File: config.mk
export PLATFORM = sky130hd
export DESIGN_NAME = wb_quad_velocity_flat
export DESIGN_NICKNAME = d
export VERILOG_FILES = /design/src/rtl/wb_quad_velocity_pkg.sv /design/src/rtl/wb_quad_velocity_if.sv /design/src/rtl/wb_quad_velocity_timer.sv /design/src/rtl/wb_quad_velocity.sv /design/src/flat_wrapper.sv
export SDC_FILE = /design/constraint.sdc
export NUM_CORES = 1
export LEC_CHECK = 0
export BUFFER_PORTS_ARGS = -buffer_cell sky130_fd_sc_hd__buf_4
export CORE_ASPECT_RATIO = 0.8
export CORE_UTILIZATION = 45
export DETAILED_ROUTE_END_ITERATION = 8
export PLACE_DENSITY = 0.72
export SYNTH_ARGS = -nofsm -noshare
export SYNTH_HDL_FRONTEND = slang
export SYNTH_HIERARCHICAL = 1
export SYNTH_SLANG_ARGS = --single-unit
File: constraint.sdc
create_clock -name i_clk -period 4.3 [get_ports i_clk]
set_input_delay 0.43 -clock i_clk [delete_from_list [all_inputs] [get_ports i_clk]]
set_output_delay 0.43 -clock i_clk [all_outputs]
set_load 0.02 [all_outputs]
File: src/rtl/wb_quad_velocity_pkg.sv
// wb_quad_pkg: shared constants for the quadrature velocity peripheral.
// Contents: register word offsets, CTRL/STATUS bit positions, minimum window,
// Wishbone slave FSM state encoding, and a window clamp helper.
package wb_quad_pkg;

   // Register map, decoded from i_wb_addr[1:0]
   localparam logic [1:0] ADDR_CTRL     = 2'd0;
   localparam logic [1:0] ADDR_PERIOD   = 2'd1;
   localparam logic [1:0] ADDR_VELOCITY = 2'd2;
   localparam logic [1:0] ADDR_STATUS   = 2'd3;

   // CTRL bits
   localparam int CTRL_ENABLE_BIT = 0;
   localparam int CTRL_IRQ_EN_BIT = 1;

   // STATUS bits
   localparam int STATUS_VALID_BIT   = 0;
   localparam int STATUS_OVERRUN_BIT = 1;

   // Shortest window the hardware accepts; smaller writes are raised to this
   localparam logic [31:0] MIN_PERIOD = 32'd2;

   // Wishbone slave FSM encoding
   localparam logic [0:0] ST_IDLE = 1'b0;
   localparam logic [0:0] ST_ACK  = 1'b1;

   function automatic logic [31:0] clamp_period(input logic [31:0] val);
      return (val < MIN_PERIOD) ? MIN_PERIOD : val;
   endfunction

endpackage

File: src/rtl/wb_quad_velocity_if.sv
// wb_quad_velocity_if: Wishbone classic bus bundle for the velocity peripheral.
// Signals keep the slave-side names (i_* driven by master, o_* driven by slave).
// Modports: master drives cyc/stb/we/addr/data/sel; slave drives ack/stall/data.
interface wb_quad_velocity_if;

   logic        i_wb_cyc;
   logic        i_wb_stb;
   logic        i_wb_we;
   logic [29:0] i_wb_addr;
   logic [31:0] i_wb_data;
   logic [3:0]  i_wb_sel;
   logic        o_wb_ack;
   logic        o_wb_stall;
   logic [31:0] o_wb_data;

   modport master (
      output i_wb_cyc, i_wb_stb, i_wb_we, i_wb_addr, i_wb_data, i_wb_sel,
      input  o_wb_ack, o_wb_stall, o_wb_data
   );

   modport slave (
      input  i_wb_cyc, i_wb_stb, i_wb_we, i_wb_addr, i_wb_data, i_wb_sel,
      output o_wb_ack, o_wb_stall, o_wb_data
   );

endinterface

File: src/rtl/wb_quad_velocity_timer.sv
// quad_window_timer: reloadable down-counter that marks the end of each window.
// Latency: tick_o is combinational on the cycle the count sits at zero while enabled.
// Backpressure: none; ports i_clk, i_reset, en_i, load_i, load_val_i[31:0], tick_o.
module quad_window_timer
   import wb_quad_pkg::*;
(
   input  logic        i_clk,
   input  logic        i_reset,
   input  logic        en_i,
   input  logic        load_i,
   input  logic [31:0] load_val_i,
   output logic        tick_o
);

   logic [31:0] count_q, count_d;

   // An explicit load (enable rising) restarts the window and never ticks.
   assign tick_o = en_i & ~load_i & (count_q == 32'd0);

   always_comb begin
      count_d = count_q;
      if (load_i) begin
         count_d = load_val_i;
      end else if (en_i) begin
         // Reload on tick so successive ticks are exactly load_val_i+1 cycles apart
         count_d = tick_o ? load_val_i : (count_q - 32'd1);
      end
   end

   always_ff @(posedge i_clk) begin
      if (i_reset) begin
         count_q <= 32'd0;
      end else begin
         count_q <= count_d;
      end
   end

endmodule

File: src/rtl/wb_quad_velocity.sv
// wb_quad_velocity: Wishbone slave sampling encoder position delta every PERIOD cycles.
// Latency: access accepted in IDLE, ack + registered read data exactly one cycle later.
// Backpressure: o_wb_stall high during the ack cycle; ports i_clk, i_reset, wb (slave), i_count, o_int.
module wb_quad_velocity
   import wb_quad_pkg::*;
#(
   parameter logic [31:0] DEFAULT_PERIOD = 32'd100000
) (
   input  logic               i_clk,
   input  logic               i_reset,
   wb_quad_velocity_if.slave  wb,
   input  logic [31:0]        i_count,
   output logic               o_int
);

   logic [0:0]  state_q, state_d;
   logic        enable_q, enable_d;
   logic        irq_en_q, irq_en_d;
   logic [31:0] period_q, period_d;
   logic [31:0] velocity_q, velocity_d;
   logic [31:0] last_count_q, last_count_d;
   logic        valid_q, valid_d;
   logic        overrun_q, overrun_d;
   logic [31:0] rdata_q, rdata_d;

   logic        acc;
   logic        wr;
   logic        rd;
   logic [1:0]  addr;
   logic [31:0] rd_mux;
   logic        enable_rise;
   logic        tick;
   logic        valid_clr;
   logic        overrun_clr;
   logic        unused_bus;

   // Only the low word-address bits are decoded and sel is ignored.
   assign unused_bus = ^{wb.i_wb_sel, wb.i_wb_addr[29:2]};

   assign addr = wb.i_wb_addr[1:0];
   assign acc  = (state_q == ST_IDLE) & wb.i_wb_cyc & wb.i_wb_stb;
   assign wr   = acc & wb.i_wb_we;
   assign rd   = acc & ~wb.i_wb_we;

   assign enable_rise = wr & (addr == ADDR_CTRL) & wb.i_wb_data[CTRL_ENABLE_BIT] & ~enable_q;

   quad_window_timer u_timer (
      .i_clk      (i_clk),
      .i_reset    (i_reset),
      .en_i       (enable_q),
      .load_i     (enable_rise),
      .load_val_i (period_q - 32'd1),
      .tick_o     (tick)
   );

   // Software-side clears of the sample flags; a new sample on the same edge overrides them.
   assign valid_clr   = (rd & (addr == ADDR_VELOCITY)) |
                        (wr & (addr == ADDR_STATUS) & wb.i_wb_data[STATUS_VALID_BIT]);
   assign overrun_clr = wr & (addr == ADDR_STATUS) & wb.i_wb_data[STATUS_OVERRUN_BIT];

   always_comb begin
      rd_mux = 32'd0;
      case (addr)
         ADDR_CTRL:     rd_mux = {30'd0, irq_en_q, enable_q};
         ADDR_PERIOD:   rd_mux = period_q;
         ADDR_VELOCITY: rd_mux = velocity_q;
         ADDR_STATUS:   rd_mux = {30'd0, overrun_q, valid_q};
         default:       rd_mux = 32'd0;
      endcase
   end

   always_comb begin
      state_d      = ST_IDLE;
      enable_d     = enable_q;
      irq_en_d     = irq_en_q;
      period_d     = period_q;
      velocity_d   = velocity_q;
      last_count_d = last_count_q;
      valid_d      = valid_q;
      overrun_d    = overrun_q;
      rdata_d      = 32'd0;

      if (state_q == ST_IDLE && wb.i_wb_cyc && wb.i_wb_stb) begin
         state_d = ST_ACK;
      end

      // Read data is captured from pre-edge state, so a same-cycle sample
      // returns the old VELOCITY.
      if (rd) begin
         rdata_d = rd_mux;
      end

      if (wr && addr == ADDR_CTRL) begin
         enable_d = wb.i_wb_data[CTRL_ENABLE_BIT];
         irq_en_d = wb.i_wb_data[CTRL_IRQ_EN_BIT];
      end

      // The timer picks this up at its next reload, so the running window keeps its length.
      if (wr && addr == ADDR_PERIOD) begin
         period_d = clamp_period(wb.i_wb_data);
      end

      if (enable_rise) begin
         last_count_d = i_count;
      end

      if (valid_clr) begin
         valid_d = 1'b0;
      end
      if (overrun_clr) begin
         overrun_d = 1'b0;
      end

      if (tick) begin
         // Modular subtraction keeps the delta correct across counter wrap.
         velocity_d   = i_count - last_count_q;
         last_count_d = i_count;
         valid_d      = 1'b1;
         if (valid_q && !valid_clr) begin
            overrun_d = 1'b1;
         end
      end
   end

   always_ff @(posedge i_clk) begin
      if (i_reset) begin
         state_q      <= ST_IDLE;
         enable_q     <= 1'b0;
         irq_en_q     <= 1'b0;
         period_q     <= DEFAULT_PERIOD;
         velocity_q   <= 32'd0;
         last_count_q <= 32'd0;
         valid_q      <= 1'b0;
         overrun_q    <= 1'b0;
         rdata_q      <= 32'd0;
      end else begin
         state_q      <= state_d;
         enable_q     <= enable_d;
         irq_en_q     <= irq_en_d;
         period_q     <= period_d;
         velocity_q   <= velocity_d;
         last_count_q <= last_count_d;
         valid_q      <= valid_d;
         overrun_q    <= overrun_d;
         rdata_q      <= rdata_d;
      end
   end

   assign wb.o_wb_ack   = (state_q == ST_ACK);
   assign wb.o_wb_stall = (state_q != ST_IDLE);
   assign wb.o_wb_data  = rdata_q;
   assign o_int         = irq_en_q & valid_q;

endmodule

File: src/flat_wrapper.sv
// flat-port wrapper written by rule: the top's interface ports become plain ports
module wb_quad_velocity_flat import wb_quad_pkg::*;
#(
   parameter logic [31:0] DEFAULT_PERIOD = 32'd100000
)
  (i_clk, i_reset, i_count, o_int, wb_i_wb_cyc, wb_i_wb_stb, wb_i_wb_we, wb_i_wb_addr, wb_i_wb_data, wb_i_wb_sel, wb_o_wb_ack, wb_o_wb_stall, wb_o_wb_data);
  wb_quad_velocity_if wb_i ();
  input  logic i_clk;
  input  logic i_reset;
  input  logic [31:0] i_count;
  output logic o_int;
  input wire logic [$bits(wb_i.i_wb_cyc)-1:0] wb_i_wb_cyc;
  input wire logic [$bits(wb_i.i_wb_stb)-1:0] wb_i_wb_stb;
  input wire logic [$bits(wb_i.i_wb_we)-1:0] wb_i_wb_we;
  input wire logic [$bits(wb_i.i_wb_addr)-1:0] wb_i_wb_addr;
  input wire logic [$bits(wb_i.i_wb_data)-1:0] wb_i_wb_data;
  input wire logic [$bits(wb_i.i_wb_sel)-1:0] wb_i_wb_sel;
  output wire logic [$bits(wb_i.o_wb_ack)-1:0] wb_o_wb_ack;
  output wire logic [$bits(wb_i.o_wb_stall)-1:0] wb_o_wb_stall;
  output wire logic [$bits(wb_i.o_wb_data)-1:0] wb_o_wb_data;
  assign wb_i.i_wb_cyc = wb_i_wb_cyc;
  assign wb_i.i_wb_stb = wb_i_wb_stb;
  assign wb_i.i_wb_we = wb_i_wb_we;
  assign wb_i.i_wb_addr = wb_i_wb_addr;
  assign wb_i.i_wb_data = wb_i_wb_data;
  assign wb_i.i_wb_sel = wb_i_wb_sel;
  assign wb_o_wb_ack = wb_i.o_wb_ack;
  assign wb_o_wb_stall = wb_i.o_wb_stall;
  assign wb_o_wb_data = wb_i.o_wb_data;
  wb_quad_velocity #(.DEFAULT_PERIOD(DEFAULT_PERIOD)) u_core (.i_clk(i_clk), .i_reset(i_reset), .wb(wb_i), .i_count(i_count), .o_int(o_int));
endmodule
# Word level (Yosys, flattened, before mapping)
# Cells that the tools add are included.
[word_totals] ff_bits=165 latchBits=0 ramBits=0 mem_bits_ro=0 inputBits=103 out_inout_bits=35 elab_cells=62 n_memories=0
[op_classes] n_addsub=3 mul=0 div=0 n_lt_le_gt_ge=1 eq_ne=3 shifts=0 muxes=13 n_bitwise=20 n_reduce_logical=12
[ops] operator="two-way mux 32 bit" n=6
[ops] operator="case mux 32 bit (4 select lines)" n=1
[ops] operator="subtractor 32 x 1 -> 32 bit (second input constant)" n=2
[ops] operator="zero test 32 bit" n=1
[ops] operator="< comparator 32 x 2 -> 1 bit (second input constant)" n=1
[ops] operator="subtractor 32 bit" n=1
[ops] operator="AND 1 bit" n=14
[ops] operator="two-way mux 1 bit" n=6
[ops] operator="nonzero test 2 bit" n=3
[ops] operator="logical AND 1 bit" n=5
[ops] operator="NOT 1 bit" n=5
[ops] operator="== test 2 bit (second input constant)" n=2
[ops] operator="== test 2 x 1 -> 1 bit (second input constant)" n=1
[ops] operator="zero test 2 bit" n=1
[ops] operator="OR reduction 2 bit" n=1
[ops] operator="zero test 1 bit" n=1
[ops] operator="bitwise OR 1 bit" n=1

# Logic depth before layout (Yosys ltp)
[depth] word_depth=13 ltp_mapped=16 ltp_nobuf=13

# Cells and area by module
# The synthesis kept the hierarchy.
[by_module_without_submodules] mod="wb_quad_velocity" instances=1 cells_per_inst=923 area_each_um2=7130.6 seq_area_each_um2=2662.6
[by_module_without_submodules] mod="quad_window_timer" instances=1 cells_per_inst=294 area_each_um2=2228.4 seq_area_each_um2=640.6

# Worst setup path after synthesis
# No wires, ideal clock.
[synth_path] path_kind="in2reg" start="input wb_i_wb_stb" end="register u_core.velocity_q[5]" setup_time_ns=0.070 arrival_ns=3.396 required_ns=4.230 slack_ns=0.833 path_stages=16 n_path_buf=5 path_cell_list="nand2_1 nor2_1 nand2_1 or3_1 nor3b_1 nor2b_1 clkbuf_1 and4_1 clkbuf_1 and3_1 clkbuf_1 clkinv_1 clkbuf_1 clkbuf_1 nand2_1 a21oi_1"
[synth_between] elab_chain_len=8
[synth_lines] element="start: declaration" line="flat_wrapper.sv:13" rtl="input wire logic [$bits(wb_i.i_wb_stb)-1:0] wb_i_wb_stb;"
[synth_lines] element="AND 1 bit" line="wb_quad_velocity.sv:41" rtl="assign acc = (state_q == ST_IDLE) & wb.i_wb_cyc & wb.i_wb_stb;"
[synth_lines] element="AND 1 bit" line="wb_quad_velocity.sv:42" rtl="assign wr = acc & wb.i_wb_we;"
[synth_lines] element="AND 1 bit (3 in a row)" line="wb_quad_velocity.sv:45" rtl="assign enable_rise = wr & (addr == ADDR_CTRL) & wb.i_wb_data[CTRL_ENABLE_BIT] & ~enable_q;"
[synth_lines] element="named net u_core.enable_rise" line="wb_quad_velocity.sv:31" rtl="logic enable_rise;"
[synth_lines] element="NOT 1 bit" line="wb_quad_velocity_timer.sv:18" rtl="assign tick_o = en_i & ~load_i & (count_q == 32'd0);"
[synth_lines] element="AND 1 bit (2 in a row)" line="wb_quad_velocity_timer.sv:18"
[synth_lines] element="named net u_core.tick" line="wb_quad_velocity.sv:32" rtl="logic tick;"
[synth_lines] element="end signal: assignment" line="wb_quad_velocity.sv:141" rtl="velocity_q <= velocity_d;"
[synth_lines] element="end: declaration" line="wb_quad_velocity.sv:20" rtl="logic [31:0] velocity_q, velocity_d;"
# The timed path passes the listed nets, and every way through them passes these cells.
# A chain may end at the register's enable or synchronous reset.

# Worst setup path in the final report
[layout_path] start="register u_core.last_count_q[2]" end="register u_core.velocity_q[28]"
[layout_between] elab_chain_len=1
[layout_lines] element="start: declaration" line="wb_quad_velocity.sv:21" rtl="logic [31:0] last_count_q, last_count_d;"
[layout_lines] element="start signal: assignment" line="wb_quad_velocity.sv:142" rtl="last_count_q <= last_count_d;"
[layout_lines] element="subtractor 32 bit" line="wb_quad_velocity.sv:116" rtl="velocity_d = i_count - last_count_q;"
# Every way passes these cells.

==> results by group <==
Synth
  – Top-count cell post-synth: nand2_1
  – Syn nets: between 1000 and 1500
  – Largest area contributor in the netlist: dfxtp_1
  – Ys async rst share: 0
  – Yosys top cell area share: 0.353
  – Flop and latch count out of synthesis: 165
  – Yosys cell types: between 70 and 80
  – Top post-synthesis cells by count: nand2_1 (204), dfxtp_1 (165), a21oi_1 (109)
  – Mapped Area: 9360 µm²
  – Syn Area/Cell: between 7 and 8 µm²
  – Synth area leaders: dfxtp_1 (35%), nand2_1 (8.2%), a21oi_1 (5.8%)
  – YS warnings: 6
  – Syn Inst Count: ~1200
  – Sequential area share after synthesis: 0.353
  – Post-synth top flop: dfxtp_1
  – EDFF count, synth: 0

GRT
  – Global Route Usage Sum: 0.261
  – Largest net degree at the start of global routing: 54
  – Vias in the first global route: 8526
  – GRT overflow: 0
  – Initial antenna violation count: 0
  – First-pass GRT wire length: approximately 44000 µm

Clock network
  – Root Buffer: clkbuf_16
  – Total CTS buffers: 17
  – CTS Sinks: ~170
  – CTS resizes: 0
  – Clock Latency Late Sink: 0.44 ns
  – Clock Pin Slew Worst Setup and Hold Paths: 0.06 ns
  – Max clock buf depth: 2
  – H-tree depth: 4
  – Hold buffer count at CTS: 0
  – Number of setup buffers added after CTS: 0
  – CTS tree: yes

Setup path
  – Reg-to-reg critical path startpoint: u_core/last_count_q[2]$_SDFFE_PP0P_
  – Worst Path Required: approximately 4.6 ns
  – Crit. End Element: register
  – WS Path Type: register to register
  – Critical Path Source Type: register
  – Data arrival time of the critical path: 3.82 ns
  – Worst R2R Setup Slack: between 0.8 and 0.9 ns
  – Register-to-Register Path Depth: 10
  – Worst Path Max Fanout: 7
  – Worst reg2reg path endpoint: u_core/velocity_q[28]$_SDFFE_PP0P_

Placed design
  – IO buf count: about 110
  – Placed instance count: 1525
  – DP Wirelength: 19400 µm
  – GPL Wtd Cong: ~0.95

Timing
  – Setup Viol. Count Final: 0
  – Part of the cycle the worst path needs: 0.814
  – Hold Vio Cnt, Final: 0
  – Post-route clock skew: ~0.0072 ns
  – Peak Freq: between 0.2 and 0.3 GHz
  – Tmin final: ~3.5 ns
  – Count of final max-slew check failures: 0
  – Actual slew at the worst max-slew pin: 1.24 ns
  – Setup TNS: 0 ns
  – RSZ-0062 raised after global routing: no
  – Worst rel slew slack: 0.170

Cells and area
  – Share of cells above drive strength 1: 0.143
  – NumNets Final: around 1400
  – N_diodes: 0
  – Synth-to-Final Area Change: 16.8%
  – Layout Cells excl Fill: approximately 1600

Floorplanning
  – Die Width: about 160 µm
  – DIE AREA: around 21000 µm²
  – Initial core utilization: 0.466
  – Core Rows: 46
  – Core footprint: between 20000 and 25000 µm²
  – Ports: 138
  – Die Ht: 131 µm

Min path
  – Hold depth: 3
  – Worst Hold End: u_core/period_q[5]$_SDFFE_PP1P_
  – HP Class: input pin to register
  – Worst Hold Launch: wb_i_wb_data[5]

Pwr
  – Flop pwr share: 0.416
  – Sw frac: 0.256
  – Combinational power share: 0.142
  – LEAKAGE: 4.12 nW
  – Internal Power: between 2 and 3 mW
  – Peak VDD IR: between 0.0002 and 0.0003 V
  – Switching pwr: 0.967 mW
  – Clk pwr share: 0.442
  – Power per cell area: approximately 350 nW/µm²

Route
  – Antenna Nets Post-Route: 0
  – Vias: between 9000 and 10000
  – Met2 routed WL: 11700 µm
  – M1 WL: about 13000 µm
  – Initial DRC count: ~950
  – Drt via density: roughly 6
  – Avg WL per Cell: 17.5 µm
  – Top Metal Used: met4
  – WL met3: 2120 µm
  – Drc violations: 0
  – DRT Pass-1 Iters: 5
  – Final WL: roughly 27000 µm

Status
  – Status: complete, no violations

Job
  – Maxcap violations: 0
## routing by layer
layer | GRT usage | up-vias
met5 | 0 | -
met4 | 0.110 | 0
met3 | 0.0407 | 53
met2 | 0.391 | 390
met1 | 0.370 | 4275
li1 | - | 4458
## state kept, by name, summed over array words and instances (netlist names)
register	flops
u_core/last_count_q	32
u_core/wb.o_wb_data	32
u_core/valid_q	1
u_core/overrun_q	1
u_core/u_timer/count_q	32
u_core/wb.o_wb_ack	1
u_core/irq_en_q	1
u_core/velocity_q	32
u_core/enable_q	1
u_core/period_q	32
## logic make-up (layout without fill, tap and decap cells)
family | Yosys count | after routing | share of synthesized area
compound gates | 313 | 313 | 0.215
xor+xnor | 37 | 37 | 0.0346
fa+ha+maj | 34 | 34 | 0.0463
buf+inv | 128 | 203 | 0.0553
flops | 165 | 165 | 0.353
mux | 15 | 15 | 0.0195
simple gates | 525 | 525 | 0.276
## how the worst max path moves through the flow
stage                     cells after the start                                  end  slack (ns)                                start
after floorplan                              16    u_core/velocity_q[5]$_SDFFE_PP0P_        0.83                          wb_i_wb_stb
after global placement                       13  u_core/last_count_q[6]$_SDFFE_PP0P_        0.82                          wb_i_wb_stb
after detailed placement                     13  u_core/last_count_q[3]$_SDFFE_PP0P_        0.79                          wb_i_wb_stb
after CTS                                    10   u_core/velocity_q[28]$_SDFFE_PP0P_        0.93  u_core/last_count_q[2]$_SDFFE_PP0P_
after global routing                         10   u_core/velocity_q[28]$_SDFFE_PP0P_        0.45  u_core/last_count_q[2]$_SDFFE_PP0P_
final                                        10   u_core/velocity_q[28]$_SDFFE_PP0P_        0.80  u_core/last_count_q[2]$_SDFFE_PP0P_
## power by group through the flow
stage | sequential, mW | clock [mW] | combinational [mW]
2_1_floorplan | 1.60 | 0 | 0.364
3_3_place_gp | 1.60 | 0 | 0.516
3_5_place_dp | 1.60 | 0 | 0.522
4_1_cts | 1.57 | 1.69 | 0.528
5_1_grt | 1.57 | 1.77 | 0.588
6_report | 1.57 | 1.67 | 0.538
## layout by cell type, fill, tap and decap left out, types with 6 or more instances in the layout
cell type  instances
nor3_1            34
mux2i_1           10
o211ai_1           9
a21boi_0           6
o31ai_1            6
or2_2              8
xor2_1            24
nor2_1            98
buf_4            121
nor3b_1            9
inv_1             49
nand4_1           11
clkbuf_16         17
or3_1             15
a21o_1            24
o21a_1            13
and3_1             9
nor2b_1           14
nor4_1            24
ha_1              33
nand3_1           43
or4_1              8
nand2b_1           6
a22oi_1           39
nand3b_1          10
o21ai_0           33
a211oi_1          18
a31oi_1           19
dfxtp_1          165
a21oi_1          109
xnor2_1           13
nand2_1          204
## worst max-delay path, stage by stage (launching register included)
cell	delay, ns
dfxtp_1	0.33
inv_1	0.04
ha_1	0.32
nor2b_1	0.16
o21ai_0	0.22
a21boi_0	0.21
o31ai_1	0.94
a211oi_1	0.33
o2111ai_1	0.38
a211oi_1	0.12
a2111oi_0	0.34
## cell type report
type | count | area, µm²
clock buffer | 24 | 502
tap | 264 | 330
clock inverter | 7 | 143
fill | 1902 | 9160
multi-input combinational | 924 | 5550
sequential | 165 | 3300
inverter | 51 | 191
timing repair buffer | 121 | 908
## per-stage QoR
stage / power, mW / cell area (µm²) / util / setup slack [ns] / hold slack, ns
detailed placement: 2.13 / 10300 / 0.512 / 0.791 / 0.444
global placement: 2.12 / 10300 / 0.512 / 0.817 / 0.438
finish: 3.78 / 10900 / 0.544 / 0.802 / 0.236
floorplan: 1.96 / 9360 / - / 0.833 / 0.432
CTS: 3.79 / 10900 / 0.544 / 0.929 / 0.226
global route: 3.93 / 10900 / 0.544 / 0.450 / 0.252
Power figures use the tool's default switching activity.
